`src/rtl/vga_capture.sv`:
```
// vga_capture: receive side of the 1-bit-per-colour VGA link.
// Samples syncs and colours on ptick and rebuilds the pixel position and active flag.
// Measures line and frame totals and reports timing lock.
// Outputs update one clk after the sampling ptick.
// Ports:
//   clk, reset (async, active-high), ptick (pixel enable)
//   hsync, vsync (polarity SYNC_POL), red, green, blue
//   xpos, ypos, active, pixel_rgb, frame_tick, locked, h_total, v_total
// Optional: define VGA_CAPTURE_CRC_EN to add frame_crc[15:0].
//   frame_crc is a CRC-16-CCITT of the active pixels, latched on the vsync leading edge.
module vga_capture #(
  parameter int unsigned H_ACTIVE    = 640,
  parameter int unsigned H_BACK      = 48,
  parameter int unsigned V_ACTIVE    = 480,
  parameter int unsigned V_BACK      = 33,
  parameter bit          SYNC_POL    = 1'b0,
  parameter int unsigned LOCK_FRAMES = 2
) (
  input  logic        clk,
  input  logic        reset,
  input  logic        ptick,
  input  logic        hsync,
  input  logic        vsync,
  input  logic        red,
  input  logic        green,
  input  logic        blue,
  output logic [9:0]  xpos,
  output logic [9:0]  ypos,
  output logic        active,
  output logic [2:0]  pixel_rgb,
  output logic        frame_tick,
  output logic        locked,
  output logic [10:0] h_total,
  output logic [10:0] v_total
`ifdef VGA_CAPTURE_CRC_EN
  ,
  output logic [15:0] frame_crc
`endif
);

  localparam int unsigned CW       = 11;
  localparam logic [CW-1:0] CNT_MAX = '1;
  localparam logic [CW-1:0] H_LO   = CW'(H_BACK);
  localparam logic [CW-1:0] H_HI   = CW'(H_BACK + H_ACTIVE);
  localparam logic [CW-1:0] V_LO   = CW'(V_BACK);
  localparam logic [CW-1:0] V_HI   = CW'(V_BACK + V_ACTIVE);
  localparam logic [3:0]    CNT_LAST = 4'(LOCK_FRAMES - 1);

  typedef enum logic [1:0] {S_SEARCH, S_TRACK, S_LOCKED} lock_state_t;

  function automatic logic [CW-1:0] sat_inc(input logic [CW-1:0] v);
    return (v == CNT_MAX) ? v : v + CW'(1);
  endfunction

  // Sample stage; sync levels are stored as "asserted" flags.
  logic          smp_vld, smp_hs, smp_vs;
  logic [2:0]    smp_rgb;

  always_ff @(posedge clk or posedge reset) begin : sample_stage
    if (reset) begin
      smp_vld <= 1'b0;
      smp_hs  <= 1'b0;
      smp_vs  <= 1'b0;
      smp_rgb <= '0;
    end else begin
      smp_vld <= ptick;
      if (ptick) begin
        smp_hs  <= (hsync == SYNC_POL);
        smp_vs  <= (vsync == SYNC_POL);
        smp_rgb <= {red, green, blue};
      end
    end
  end

  logic          hs_prev, vs_prev, h_seen, v_seen;
  logic [CW-1:0] hcnt, vcnt, htick, vline;
  lock_state_t   state;
  logic [CW-1:0] ref_h, ref_v;
  logic [3:0]    match_cnt;

  logic          hs_lead, hs_trail, vs_lead, vs_trail;
  logic          h_seen_nxt, v_seen_nxt, act_h, act_v, act_pix;
  logic [CW-1:0] hcnt_nxt, vcnt_nxt, vline_inc, htot_nxt, vtot_nxt;
  logic          h_bad, tot_sat, tot_good;
  lock_state_t   st_h;

  // Edge detection and the next counter values for the pending sample.
  always_comb begin : decode
    hs_lead    = smp_hs & ~hs_prev;
    hs_trail   = ~smp_hs & hs_prev;
    vs_lead    = smp_vs & ~vs_prev;
    vs_trail   = ~smp_vs & vs_prev;
    h_seen_nxt = h_seen | hs_trail;
    v_seen_nxt = v_seen | vs_trail;
    hcnt_nxt   = hs_trail ? '0 : sat_inc(hcnt);
    // hsync leading edge is counted before a coincident vsync clear.
    vcnt_nxt   = vs_trail ? '0 : (hs_lead ? sat_inc(vcnt) : vcnt);
    vline_inc  = hs_lead ? sat_inc(vline) : vline;
    htot_nxt   = hs_lead ? htick : h_total;
    vtot_nxt   = vs_lead ? vline_inc : v_total;
    act_h      = h_seen_nxt && (hcnt_nxt >= H_LO) && (hcnt_nxt < H_HI);
    act_v      = v_seen_nxt && (vcnt_nxt >= V_LO) && (vcnt_nxt < V_HI);
    act_pix    = act_h & act_v;
    // A new line length while locked drops lock before any vsync handling.
    h_bad      = (htick != ref_h) || (htick == CNT_MAX);
    st_h       = (state == S_LOCKED && hs_lead && h_bad) ? S_SEARCH : state;
    tot_sat    = (htot_nxt == CNT_MAX) || (vtot_nxt == CNT_MAX);
    tot_good   = (htot_nxt == ref_h) && (vtot_nxt == ref_v) && !tot_sat;
  end

  // Position, active area and line/frame measurement.
  always_ff @(posedge clk or posedge reset) begin : timing
    if (reset) begin
      hs_prev    <= 1'b0;
      vs_prev    <= 1'b0;
      h_seen     <= 1'b0;
      v_seen     <= 1'b0;
      hcnt       <= '0;
      vcnt       <= '0;
      htick      <= '0;
      vline      <= '0;
      xpos       <= '0;
      ypos       <= '0;
      active     <= 1'b0;
      pixel_rgb  <= '0;
      frame_tick <= 1'b0;
      h_total    <= '0;
      v_total    <= '0;
    end else begin
      frame_tick <= smp_vld & vs_lead;
      if (smp_vld) begin
        hs_prev   <= smp_hs;
        vs_prev   <= smp_vs;
        h_seen    <= h_seen_nxt;
        v_seen    <= v_seen_nxt;
        hcnt      <= hcnt_nxt;
        vcnt      <= vcnt_nxt;
        htick     <= hs_lead ? CW'(1) : sat_inc(htick);
        vline     <= vs_lead ? '0 : vline_inc;
        h_total   <= htot_nxt;
        v_total   <= vtot_nxt;
        active    <= act_pix;
        pixel_rgb <= act_pix ? smp_rgb : 3'b000;
        if (act_h) xpos <= 10'(hcnt_nxt - H_LO);
        if (act_v) ypos <= 10'(vcnt_nxt - V_LO);
      end
    end
  end

  // Lock tracker, evaluated at each vsync leading edge.
  always_ff @(posedge clk or posedge reset) begin : lock_fsm
    if (reset) begin
      state     <= S_SEARCH;
      ref_h     <= '0;
      ref_v     <= '0;
      match_cnt <= '0;
      locked    <= 1'b0;
    end else if (smp_vld) begin
      state  <= st_h;
      locked <= (st_h == S_LOCKED);
      if (vs_lead) begin
        unique case (st_h)
          S_SEARCH: begin
            ref_h     <= htot_nxt;
            ref_v     <= vtot_nxt;
            match_cnt <= 4'd1;
            if (LOCK_FRAMES == 1 && !tot_sat) begin
              state  <= S_LOCKED;
              locked <= 1'b1;
            end else begin
              state <= S_TRACK;
            end
          end
          S_TRACK: begin
            if (tot_good) begin
              match_cnt <= match_cnt + 4'd1;
              if (match_cnt == CNT_LAST) begin
                state  <= S_LOCKED;
                locked <= 1'b1;
              end
            end else begin
              ref_h     <= htot_nxt;
              ref_v     <= vtot_nxt;
              match_cnt <= 4'd1;
            end
          end
          S_LOCKED: begin
            if (!tot_good) begin
              state  <= S_SEARCH;
              locked <= 1'b0;
            end
          end
          default: begin
            state  <= S_SEARCH;
            locked <= 1'b0;
          end
        endcase
      end
    end
  end

`ifdef VGA_CAPTURE_CRC_EN
  // CRC-16-CCITT over 3 bits per active pixel, red first.
  function automatic logic [15:0] crc_step3(input logic [15:0] c, input logic [2:0] d);
    logic [15:0] r;
    r = c;
    for (int i = 2; i >= 0; i--) begin
      r = (r[15] ^ d[i]) ? ({r[14:0], 1'b0} ^ 16'h1021) : {r[14:0], 1'b0};
    end
    return r;
  endfunction

  logic [15:0] crc_acc, crc_upd;

  always_comb begin : crc_next
    crc_upd = act_pix ? crc_step3(crc_acc, smp_rgb) : crc_acc;
  end

  always_ff @(posedge clk or posedge reset) begin : crc_reg
    if (reset) begin
      crc_acc   <= 16'hFFFF;
      frame_crc <= '0;
    end else if (smp_vld) begin
      if (vs_lead) begin
        frame_crc <= crc_upd;
        crc_acc   <= 16'hFFFF;
      end else begin
        crc_acc   <= crc_upd;
      end
    end
  end
`endif

endmodule

```
`config.mk`:
```
export PLATFORM = sky130hd
export DESIGN_NAME = vga_capture
export DESIGN_NICKNAME = d
export VERILOG_FILES = /design/src/rtl/vga_capture.sv
export SDC_FILE = /design/constraint.sdc
export NUM_CORES = 1
export LEC_CHECK = 0
export CORE_MARGIN = 4
export CORE_UTILIZATION = 23
export DETAILED_ROUTE_END_ITERATION = 12
export GPL_TIMING_DRIVEN = 1
export SLEW_MARGIN = 20
export SYNTH_ARGS = -nofsm -noshare
export SYNTH_HDL_FRONTEND = slang
export SYNTH_SLANG_ARGS = --single-unit
```
`constraint.sdc`:
```
create_clock -name clk -period 11.7 [get_ports clk]
set_input_delay 1.17 -clock clk [delete_from_list [all_inputs] [get_ports clk]]
set_output_delay 1.17 -clock clk [all_outputs]
set_load 0.02 [all_outputs]
```
==> results of run 1 <==
-- synthesized netlist by cell type (15+ instances only) --
cell,number
nor2_1,55
mux2i_1,18
clkbuf_1,31
o21ai_0,52
mux2_2,38
nand2_1,91
a21oi_1,33
nand2b_1,17
nand3_1,28
dfrtp_1,130
inv_1,35
a31oi_1,16
xor2_1,16
nand4_1,31
xnor2_1,26
nor3_1,15
-- sequential cells by signal, summed over array words and instances, names as in the netlist, 2 cells and up --
name	cells
h_total	11
hcnt	11
htick	11
ref_h	11
ref_v	11
v_total	11
vcnt	11
vline	11
xpos	10
ypos	10
match_cnt	4
pixel_rgb	3
smp_rgb	3
state	2
-- metal layers --
metal | track usage | vias to the layer above | routed length (microns)
li1 | - | 3098 | -
met1 | 0.160 | 3132 | 9810
met2 | 0.173 | 183 | 9180
met3 | 0.0278 | 25 | 1180
met4 | 0.0326 | 0 | 321
met5 | 0 | - | 0
-- worst max-delay path, stage by stage, from the launching register on --
cell and delay (ps):
dfrtp_1 550, nor2b_2 300, buf_4 360, mux2_2 240
o221ai_1 110, a2111oi_0 480, nand4_1 220, nor4_4 510
a31o_4 520, mux2_2 380
-- layout make-up --
cell class	count	area share
diodes	1	0.000269
clock inverters	12	0.0170
multi-input cells	613	0.443
inverters	36	0.0151
flip-flops and latches	130	0.350
clock buffers	20	0.0491
repair buffers	63	0.0657
well taps	448	0.0603
-- stage by stage --
stage	power (mW)	utilization	cells	worst slack (ps)	instance area, sq um
2_1_floorplan	0.842	-	834	7060	7760
3_3_place_gp	0.945	0.259	1289	7950	8680
3_5_place_dp	0.949	0.259	1289	7830	8680
4_1_cts	1.51	0.278	1321	7820	9290
5_1_grt	1.58	0.278	1322	7680	9300
6_report	1.50	0.278	1323	7890	9300
-- placed cells by master (no fill, tap or decap), drive strengths merged, types with 5 or more instances in the layout --
cell / count
dfrtp: 130
nand2: 91
nor2: 55
clkdlybuf4s50: 55
o21ai: 54
mux2: 46
inv: 36
a21oi: 33
nand4: 31
nand3: 28
xnor2: 26
clkbuf: 20
mux2i: 18
nand2b: 17
a31oi: 16
xor2: 16
nor3: 15
and3: 12
a211oi: 10
ha: 9
and2: 9
o2111ai: 8
buf: 8
o211ai: 7
o31ai: 7
and4: 6
or3: 6
clkinv: 6
nand3b: 5
o2bb2ai: 5
o22ai: 5
nor2b: 5
or4: 5
-- power by group through the flow --
stage | Combinational [mW] | Clock (mW) | Sequential [mW]
3_3_place_gp | 0.356 | 0 | 0.589
3_5_place_dp | 0.359 | 0 | 0.590
4_1_cts | 0.360 | 0.567 | 0.583
2_1_floorplan | 0.276 | 0 | 0.566
6_report | 0.357 | 0.555 | 0.585
5_1_grt | 0.400 | 0.587 | 0.596
-- cell families (layout without fill, tap and decap cells) --
logic type      Yosys count  after routing  synth area share
mux                      64             64            0.0938
compound gates          195            195             0.173
flops                   130            130             0.419
simple gates            303            303             0.202
fa+ha+maj                 9              9            0.0145
other cells               0              1                 0
xor+xnor                 42             42            0.0474
buf+inv                  91            131            0.0509
-- worst min-delay path by stage --
stage,to,depth (start not counted),slack [ps]
after floorplan,v_seen,1,430
after global placement,v_seen,1,440
after detailed placement,v_seen,1,440
after CTS,v_seen,1,460
after global routing,h_seen,1,490
final,v_seen,1,450
==> flow_metrics.env, run 1 <==
export IMPL_grt_pass1_vias=6147
export IMPL_setup_violations=0
export IMPL_hp_start="v_seen"
export IMPL_cts_sinks=130
export IMPL_fin_nets=878
export IMPL_synth_edff_count=0
export IMPL_via_count=6438
export IMPL_nFillCells=3532
export IMPL_crit_end="ref_h[10]"
export IMPL_worstSetupStartpoint="smp_hs"
export IMPL_slew_headroom=0.358
export IMPL_yosys_top_cells_area="dfrtp_1 42%, mux2_2 5.5%, nand2_1 4.4%"
export IMPL_ys_seq_area_frac=0.419
export IMPL_drt_iter0_drc=629
export IMPL_rsz0062_at_grt="no"
export IMPL_grt_max_degree=74
export IMPL_synth_ff_latch_count=130
export IMPL_drtPass1Iterations=5
export IMPL_worst_slew_pin_slew_ps=962
export IMPL_drive_above_1_share=0.117
export IMPL_cts_max_level=4
export IMPL_hold_path_class="reg2reg"
export IMPL_worstPathMaxFanout=30
export IMPL_cts_setup_buffers=0
export IMPL_cts_root_buf="clkbuf_16"
export IMPL_cap_violations=0
export IMPL_die_w_microns=192
export IMPL_clock_skew_ps=11.4
export IMPL_fmax_ghz=0.263
export IMPL_dieArea_sq_um=36800
export IMPL_syn_area_per_cell_sq_um=9.31
export IMPL_cts_inserted_buffers=17
export IMPL_power_density_nw_per_um2=161
export IMPL_synth_area_leader_cell="dfrtp_1"
export IMPL_grt_pass1_wl_mm=34.0
export IMPL_core_sq_um=33400
export IMPL_die_y_microns=192
export IMPL_yosysWarningCount=0
export IMPL_num_rows=67
export IMPL_antenna_found_initial=0
export IMPL_drc=0
export IMPL_p_comb_frac=0.238
export IMPL_ioPinCount=56
export IMPL_switchingPower_mw=0.487
export IMPL_p_leak_nw=3.90
export IMPL_path_clk_slew_ps=60
export IMPL_vdd_ir_drop_max_mv=0.102
export IMPL_register_area_sq_um=3250
export IMPL_ant_nets=0
export IMPL_syn_num_nets=851
export IMPL_vias_per_cell=4.87
export IMPL_ys_flop_type="dfrtp_1"
export IMPL_synth_area_sq_um=7760
export IMPL_endpoint_kind="register"
export IMPL_reg2reg_slack_ps=7890
export IMPL_wire_per_inst_microns=15.5
export IMPL_hold_viol_final=0
export IMPL_p_clk_frac=0.371
export IMPL_area_delta_synth_final_pct=19.8
export IMPL_fin_tns_setup_ps=0
export IMPL_whs_ps=453
export IMPL_holdBufCountCts=0
export IMPL_p_seq_frac=0.391
export IMPL_tritoncts="built"
export IMPL_cts_resized=0
export IMPL_p_sw_frac=0.326
export IMPL_clkLatencyLatePin_ps=420
export IMPL_crit_type="reg2reg"
export IMPL_r2r_start="smp_hs"
export IMPL_cp_required_ps=12000
export IMPL_grt_usage=0.114
export IMPL_critPathLaunchType="register"
export IMPL_r2r_cells=9
export IMPL_r2r_end="ref_h[10]"
export IMPL_clockBufferDepth=2
export IMPL_synthCells=834
export IMPL_yosysUniqueCellTypes=78
export IMPL_post_synth_top_area_fraction=0.419
export IMPL_multi_input_area_sq_um=4120
export IMPL_place_congestion=0.889
export IMPL_async_reset_ff_frac=1.00
export IMPL_cp_arrival_ps=4110
export IMPL_port_buffers=55
export IMPL_period_needed_ps=3810
export IMPL_post_route_period_util=0.326
export IMPL_wl_mm=20.5
export IMPL_p_int_mw=1.01
export IMPL_dp_hpwl_mm=14.5
export IMPL_status="finished clean"
export IMPL_drv_slew=0
export IMPL_grt_overflow_total=0
export IMPL_start_util=0.232
Power figures use the tool's default switching activity.
==> run 2, diff against run 1 <==
- clock period: 11.7 -> 3.17 ns (I/O delays scaled with it)
==> flow_metrics.env, run 2 (synthesized netlist as in run 1, its figures left out) <==
export IMPL_status="finished clean"
export IMPL_critPathMaxStageDelay_ps=500
export IMPL_cts_sinks=130
export IMPL_cts_inserted_buffers=17
export IMPL_wl_mm=22.1
export IMPL_endpoint_kind="register"
export IMPL_p_leak_nw=4.36
export IMPL_grt_max_degree=75
export IMPL_fin_tns_setup_ps=0
export IMPL_path_buf_inv=2
export IMPL_dieArea_sq_um=36800
export IMPL_critPathTopFamily="simple AND/OR/NAND/NOR gates"
export IMPL_antenna_found_initial=0
export IMPL_clockBufferDepth=2
export IMPL_finalNonFillerCells=1403
export IMPL_crit_type="reg2reg"
export IMPL_setup_violations=0
export IMPL_path_clk_slew_ps=60
export IMPL_place_congestion=0.926
export IMPL_critPathLaunchType="register"
export IMPL_slew_headroom=0.623
export IMPL_n_antenna_cell=0
export IMPL_drc=0
export IMPL_cp_num_cells=10
export IMPL_drt_iter0_drc=578
export IMPL_num_rows=67
export IMPL_final_util=0.301
export IMPL_cap_violations=0
export IMPL_hold_path_class="in2async"
export IMPL_cts_max_level=4
export IMPL_worstPathMaxFanout=8
export IMPL_dp_hpwl_mm=16.2
export IMPL_area_delta_synth_final_pct=29.5
export IMPL_power_density_nw_per_um2=585
export IMPL_drtPass1Iterations=7
export IMPL_die_w_microns=192
export IMPL_worst_path_max_delay_cell="or4b_4"
export IMPL_vias_per_cell=4.84
export IMPL_ant_nets=0
export IMPL_start_util=0.232
export IMPL_clkLatencyLatePin_ps=430
export IMPL_die_y_microns=192
export IMPL_r2r_cells=10
export IMPL_path_cells="buf_4 > and3_1 > and2_2 > a311oi_1 > o41ai_2 > nand4_1 > or4b_4 > a31o_4 > buf_12 > mux2_4"
export IMPL_grt_overflow_total=0
export IMPL_holdBufCountCts=0
export IMPL_reg2reg_slack_ps=90
export IMPL_grt_pass1_vias=6730
export IMPL_drv_slew=0
export IMPL_cp_arrival_ps=3390
export IMPL_tritoncts="built"
export IMPL_grt_pass1_wl_mm=36.3
export IMPL_dp_slack_ps=45.1
export IMPL_core_sq_um=33400
export IMPL_dp_cells=1366
export IMPL_period_needed_ps=3080
export IMPL_ioPinCount=56
export IMPL_clock_skew_ps=9.68
export IMPL_vdd_ir_drop_max_mv=0.381
export IMPL_port_buffers=55
export IMPL_hold_viol_final=0
export IMPL_cp_required_ps=3480
export IMPL_via_count=6796
export IMPL_wire_per_inst_microns=15.8
export IMPL_fin_nets=959
export IMPL_rsz0062_at_grt="yes"
export IMPL_nFillCells=3448
export IMPL_timing_final_ws_setup_ps=93.8
export IMPL_worst_slew_pin_slew_ps=561
export IMPL_r2r_end="ref_h[4]"
export IMPL_grt_usage=0.123
export IMPL_cts_root_buf="clkbuf_16"
export IMPL_post_route_period_util=0.970
export IMPL_drive_above_1_share=0.198
export IMPL_fmax_ghz=0.325
export IMPL_final_common_cell="dfrtp_1"
export IMPL_layout_common_cells="127 x dfrtp_1, 91 x nand2_1, 82 x buf_4, 55 x nor2_1, 55 x clkdlybuf4s50_1"
export IMPL_r2r_start="vline[0]"
run 2: power by group:
part           leakage, nW  switching (mW)  total, mW  internal [mW]
Combinational         2.31           0.888       1.65          0.766
Clock                0.313           0.749       2.15           1.40
Sequential            1.74           0.225       2.08           1.85
run 2: repair_timing:
action / 4_1_cts / 5_1_grt
setup buffers: 0 / 5
gates resized for setup: 0 / 10
setup endpoints to repair: 0 / 40
run 2: metal layers:
| layer | track usage | routed length, microns | vias to the layer above |
|---|---|---|---|
| li1 | - | - | 3269 |
| met3 | 0.0293 | 1330 | 29 |
| met4 | 0.0354 | 335 | 0 |
| met1 | 0.170 | 10300 | 3284 |
| met2 | 0.191 | 10100 | 214 |
| met5 | 0 | 0 | - |
run 2: worst max path at each step:
| stage | startpoint | end | slack, ps |
|---|---|---|---|
| after floorplan | vline[0] | ref_h[0] | 150 |
| after global placement | ref_v[5] | ref_h[9] | 70 |
| after detailed placement | vline[1] | ref_h[8] | 50 |
| after CTS | ref_v[5] | ref_h[10] | 20 |
| after global routing | vline[0] | ref_h[4] | -30 |
| final | vline[0] | ref_h[4] | 90 |
run 2: final cells by class:
cell class | instances | area, sq um | area share
Inverter | 36 | 139 | 0.0138
Tap cell | 448 | 561 | 0.0558
Timing Repair Buffer | 144 | 1310 | 0.130
Multi-Input combinational cell | 613 | 4150 | 0.413
Clock inverter | 9 | 151 | 0.0151
Clock buffer | 23 | 488 | 0.0485
Sequential cell | 130 | 3260 | 0.324
run 2: through the flow:
| step | hold slack, ps | total power [mW] | cell area [sq um] |
|---|---|---|---|
| floorplan | 348 | 3.11 | 7770 |
| global placement | 445 | 3.70 | 9300 |
| detailed placement | 448 | 3.72 | 9300 |
| CTS | 295 | 5.89 | 9940 |
| global route | 337 | 6.20 | 10100 |
| finish | 294 | 5.88 | 10100 |
==> run 3, diff against run 2 <==
- ABC_AREA: not set -> 1
- CELL_PAD_IN_SITES_DETAIL_PLACEMENT: not set -> 2
- CELL_PAD_IN_SITES_GLOBAL_PLACEMENT: not set -> 2
- PLACE_DENSITY_LB_ADDON: not set -> 0.1
==> flow_metrics.env, run 3 <==
export IMPL_area_delta_synth_final_pct=23.2
export IMPL_holdBufCountCts=0
export IMPL_grt_pass1_vias=7841
export IMPL_p_seq_frac=0.372
export IMPL_tritoncts="built"
export IMPL_r2r_cells=19
export IMPL_synth_area_sq_um=7650
export IMPL_wl_mm=26.3
export IMPL_cts_inserted_buffers=17
export IMPL_clkLatencyLatePin_ps=440
export IMPL_vias_per_cell=4.55
export IMPL_n_antenna_cell=0
export IMPL_power_density_nw_per_um2=621
export IMPL_syn_area_per_cell_sq_um=7.25
export IMPL_worst_slew_pin_slew_ps=775
export IMPL_syn_num_nets=1072
export IMPL_ant_nets=0
export IMPL_die_y_microns=190
export IMPL_yosysWarningCount=0
export IMPL_die_w_microns=190
export IMPL_setup_violations=0
export IMPL_status="finished clean"
export IMPL_synth_most_common_cell="nand2_1"
export IMPL_drv_slew=0
export IMPL_synth_xor_area_frac=0.0298
export IMPL_post_route_period_util=0.897
export IMPL_r2r_end="ref_h[7]"
export IMPL_reg2reg_slack_ps=330
export IMPL_synthMuxAreaShare=0
export IMPL_slew_headroom=0.482
export IMPL_busiest_layer="met2"
export IMPL_async_reset_ff_frac=1.00
export IMPL_p_comb_frac=0.268
export IMPL_hold_path_class="in2async"
export IMPL_period_needed_ps=2840
export IMPL_globalRouteMet1Util=0.201
export IMPL_drive_above_1_share=0.0877
export IMPL_cts_max_level=4
export IMPL_cp_arrival_ps=3170
export IMPL_cp_required_ps=3500
export IMPL_vdd_ir_drop_max_mv=0.406
export IMPL_synthCells=1055
export IMPL_via_count=7142
export IMPL_dieArea_sq_um=36200
export IMPL_p_sw_frac=0.357
export IMPL_drtPass1Iterations=4
export IMPL_cts_resized=0
export IMPL_fin_nets=1133
export IMPL_wire_per_inst_microns=16.7
export IMPL_path_cells="ha_1 > nand3_4 > nor2_8 > nand3_4 > nand2_2 > nand2_1 > nand3_1 > nand2_1 > nand2_1 > nand2_1 > inv_1 > nand3_1 > nor2_2 > nand3_2 > nand2_4 > nand2_2 > buf_12 > nand2_1 > nand2_1"
export IMPL_grt_use_met2=0.253
export IMPL_port_buffers=55
export IMPL_grt_pass1_wl_mm=43.4
export IMPL_nFillCells=3857
export IMPL_start_util=0.234
export IMPL_drt_iter0_drc=234
export IMPL_switchingPower_mw=2.09
export IMPL_synth_ff_latch_count=130
export IMPL_cts_root_buf="clkbuf_16"
export IMPL_synth_top_family_by_area="simple AND/OR/NAND/NOR gates"
export IMPL_crit_type="reg2reg"
export IMPL_ys_flop_type="dfrtp_1"
export IMPL_cap_violations=0
export IMPL_whs_ps=364
export IMPL_r2r_start="vline[0]"
export IMPL_grt_overflow_total=0
export IMPL_yosys_area_share_simple=0.361
export IMPL_final_common_cell="nand2_1"
export IMPL_worst_path_max_delay_cell="dfrtp_1"
export IMPL_synth_edff_count=0
export IMPL_ys_seq_area_frac=0.425
export IMPL_fin_tns_setup_ps=0
export IMPL_critPathLaunchType="register"
export IMPL_dp_hpwl_mm=19.4
export IMPL_clock_skew_ps=9.61
export IMPL_drc=0
export IMPL_endpoint_kind="register"
export IMPL_worstPathMaxFanout=15
export IMPL_crit_top_cell="nand2_1"
export IMPL_layout_common_cells="356 x nand2_1, 129 x dfrtp_1, 116 x nand3_1, 112 x inv_1, 70 x o21ai_0"
export IMPL_p_leak_nw=4.50
export IMPL_fmax_ghz=0.352
export IMPL_synth_top_cells_by_count="356 x nand2_1, 130 x dfrtp_1, 117 x nand3_1"
export IMPL_cts_sinks=130
export IMPL_rsz0062_at_grt="no"
export IMPL_p_int_mw=3.76
export IMPL_grt_max_degree=50
export IMPL_synth_area_leader_cell="dfrtp_1"
export IMPL_synth_compound_area_frac=0.0829
export IMPL_p_clk_frac=0.360
export IMPL_clockBufferDepth=2
export IMPL_use_met3=0.0287
export IMPL_antenna_found_initial=0
export IMPL_core_sq_um=32700
export IMPL_ioPinCount=56
export IMPL_path_clk_slew_ps=60
export IMPL_yosysUniqueCellTypes=42
export IMPL_place_congestion=0.741
export IMPL_yosys_top_cells_area="dfrtp_1 43%, nand2_1 17%, nand3_1 7.7%"
export IMPL_critPathMaxStageDelay_ps=450
export IMPL_post_synth_top_area_fraction=0.425
export IMPL_synth_fa_ha_area_frac=0.0147
export IMPL_num_rows=66
export IMPL_hold_viol_final=0
export IMPL_cts_setup_buffers=0
export IMPL_grt_usage=0.150
run 3: changes by cell type after synthesis, sizes merged, moves of 9 or more:
cell / previous run / this run
nand2: 91 / 363
nand3: 28 / 124
inv: 35 / 117
mux2: 46 / 0
o21ai: 54 / 81
mux2i: 18 / 0
nand2b: 17 / 0
a21oi: 33 / 17
nor2: 55 / 71
xnor2: 26 / 11
a31oi: 16 / 2
and3: 12 / 0
clkbuf: 32 / 21
a211oi: 10 / 1
run 3: worst max-delay path by stage:
stage                to      from  slack, ps  cells after the start
5_1_grt         ypos[9]    smp_hs          9                     16
2_1_floorplan   xpos[0]   hcnt[0]        810                     16
6_report       ref_h[7]  vline[0]        330                     19
3_5_place_dp    ypos[9]    smp_vs        210                     12
3_3_place_gp    ypos[3]    smp_vs        260                     12
4_1_cts         ypos[9]   vcnt[0]        180                     16
run 3: kinds of logic (layout without fill, tap and decap cells):
logic type / count (synthesis) / in the layout
flip-flops: 130 / 130
adder cells (fa/ha/maj): 9 / 9
AND/OR/NAND/NOR: 615 / 615
buffers and inverters: 157 / 231
AO/OA/AOI/OAI: 118 / 118
XOR/XNOR: 26 / 26
run 3: cell type report:
cell class / instances / area (sq um) / area share
Clock inverter: 13 / 160 / 0.0170
Sequential cell: 130 / 3250 / 0.345
Clock buffer: 19 / 453 / 0.0481
Tap cell: 442 / 553 / 0.0587
Timing Repair Buffer: 79 / 781 / 0.0829
Multi-Input combinational cell: 768 / 3760 / 0.399
Inverter: 120 / 458 / 0.0486
run 3: power groups by stage:
stage,sequential (mW),combinational [mW],clock (mW)
finish,2.18,1.57,2.11
global route,2.22,1.80,2.25
CTS,2.19,1.61,2.19
detailed placement,2.21,1.60,0
global placement,2.21,1.57,0
floorplan,2.20,0.990,0
run 3: worst max-delay path, delay by kind of cell (launching register included):
kind | cells | cell delay (ps)
flops | 1 | 450
fa+ha+maj | 1 | 300
simple gates | 16 | 1720
buf+inv | 2 | 250
run 3: stage by stage:
step | setup WS, ps | utilization | instances | total power, mW | cell area [sq um]
floorplan | 806 | - | 1055 | 3.19 | 7650
global placement | 260 | 0.269 | 1539 | 3.79 | 8780
detailed placement | 207 | 0.269 | 1539 | 3.81 | 8780
CTS | 178 | 0.287 | 1571 | 5.99 | 9400
global route | 9.31 | 0.288 | 1571 | 6.27 | 9420
finish | 325 | 0.288 | 1571 | 5.85 | 9420
run 3: routing by layer:
metal / vias up / wire length [microns]
met4: 0 / 191
met5: - / 0
li1: 3530 / -
met3: 11 / 631
met1: 3549 / 12800
met2: 52 / 12600
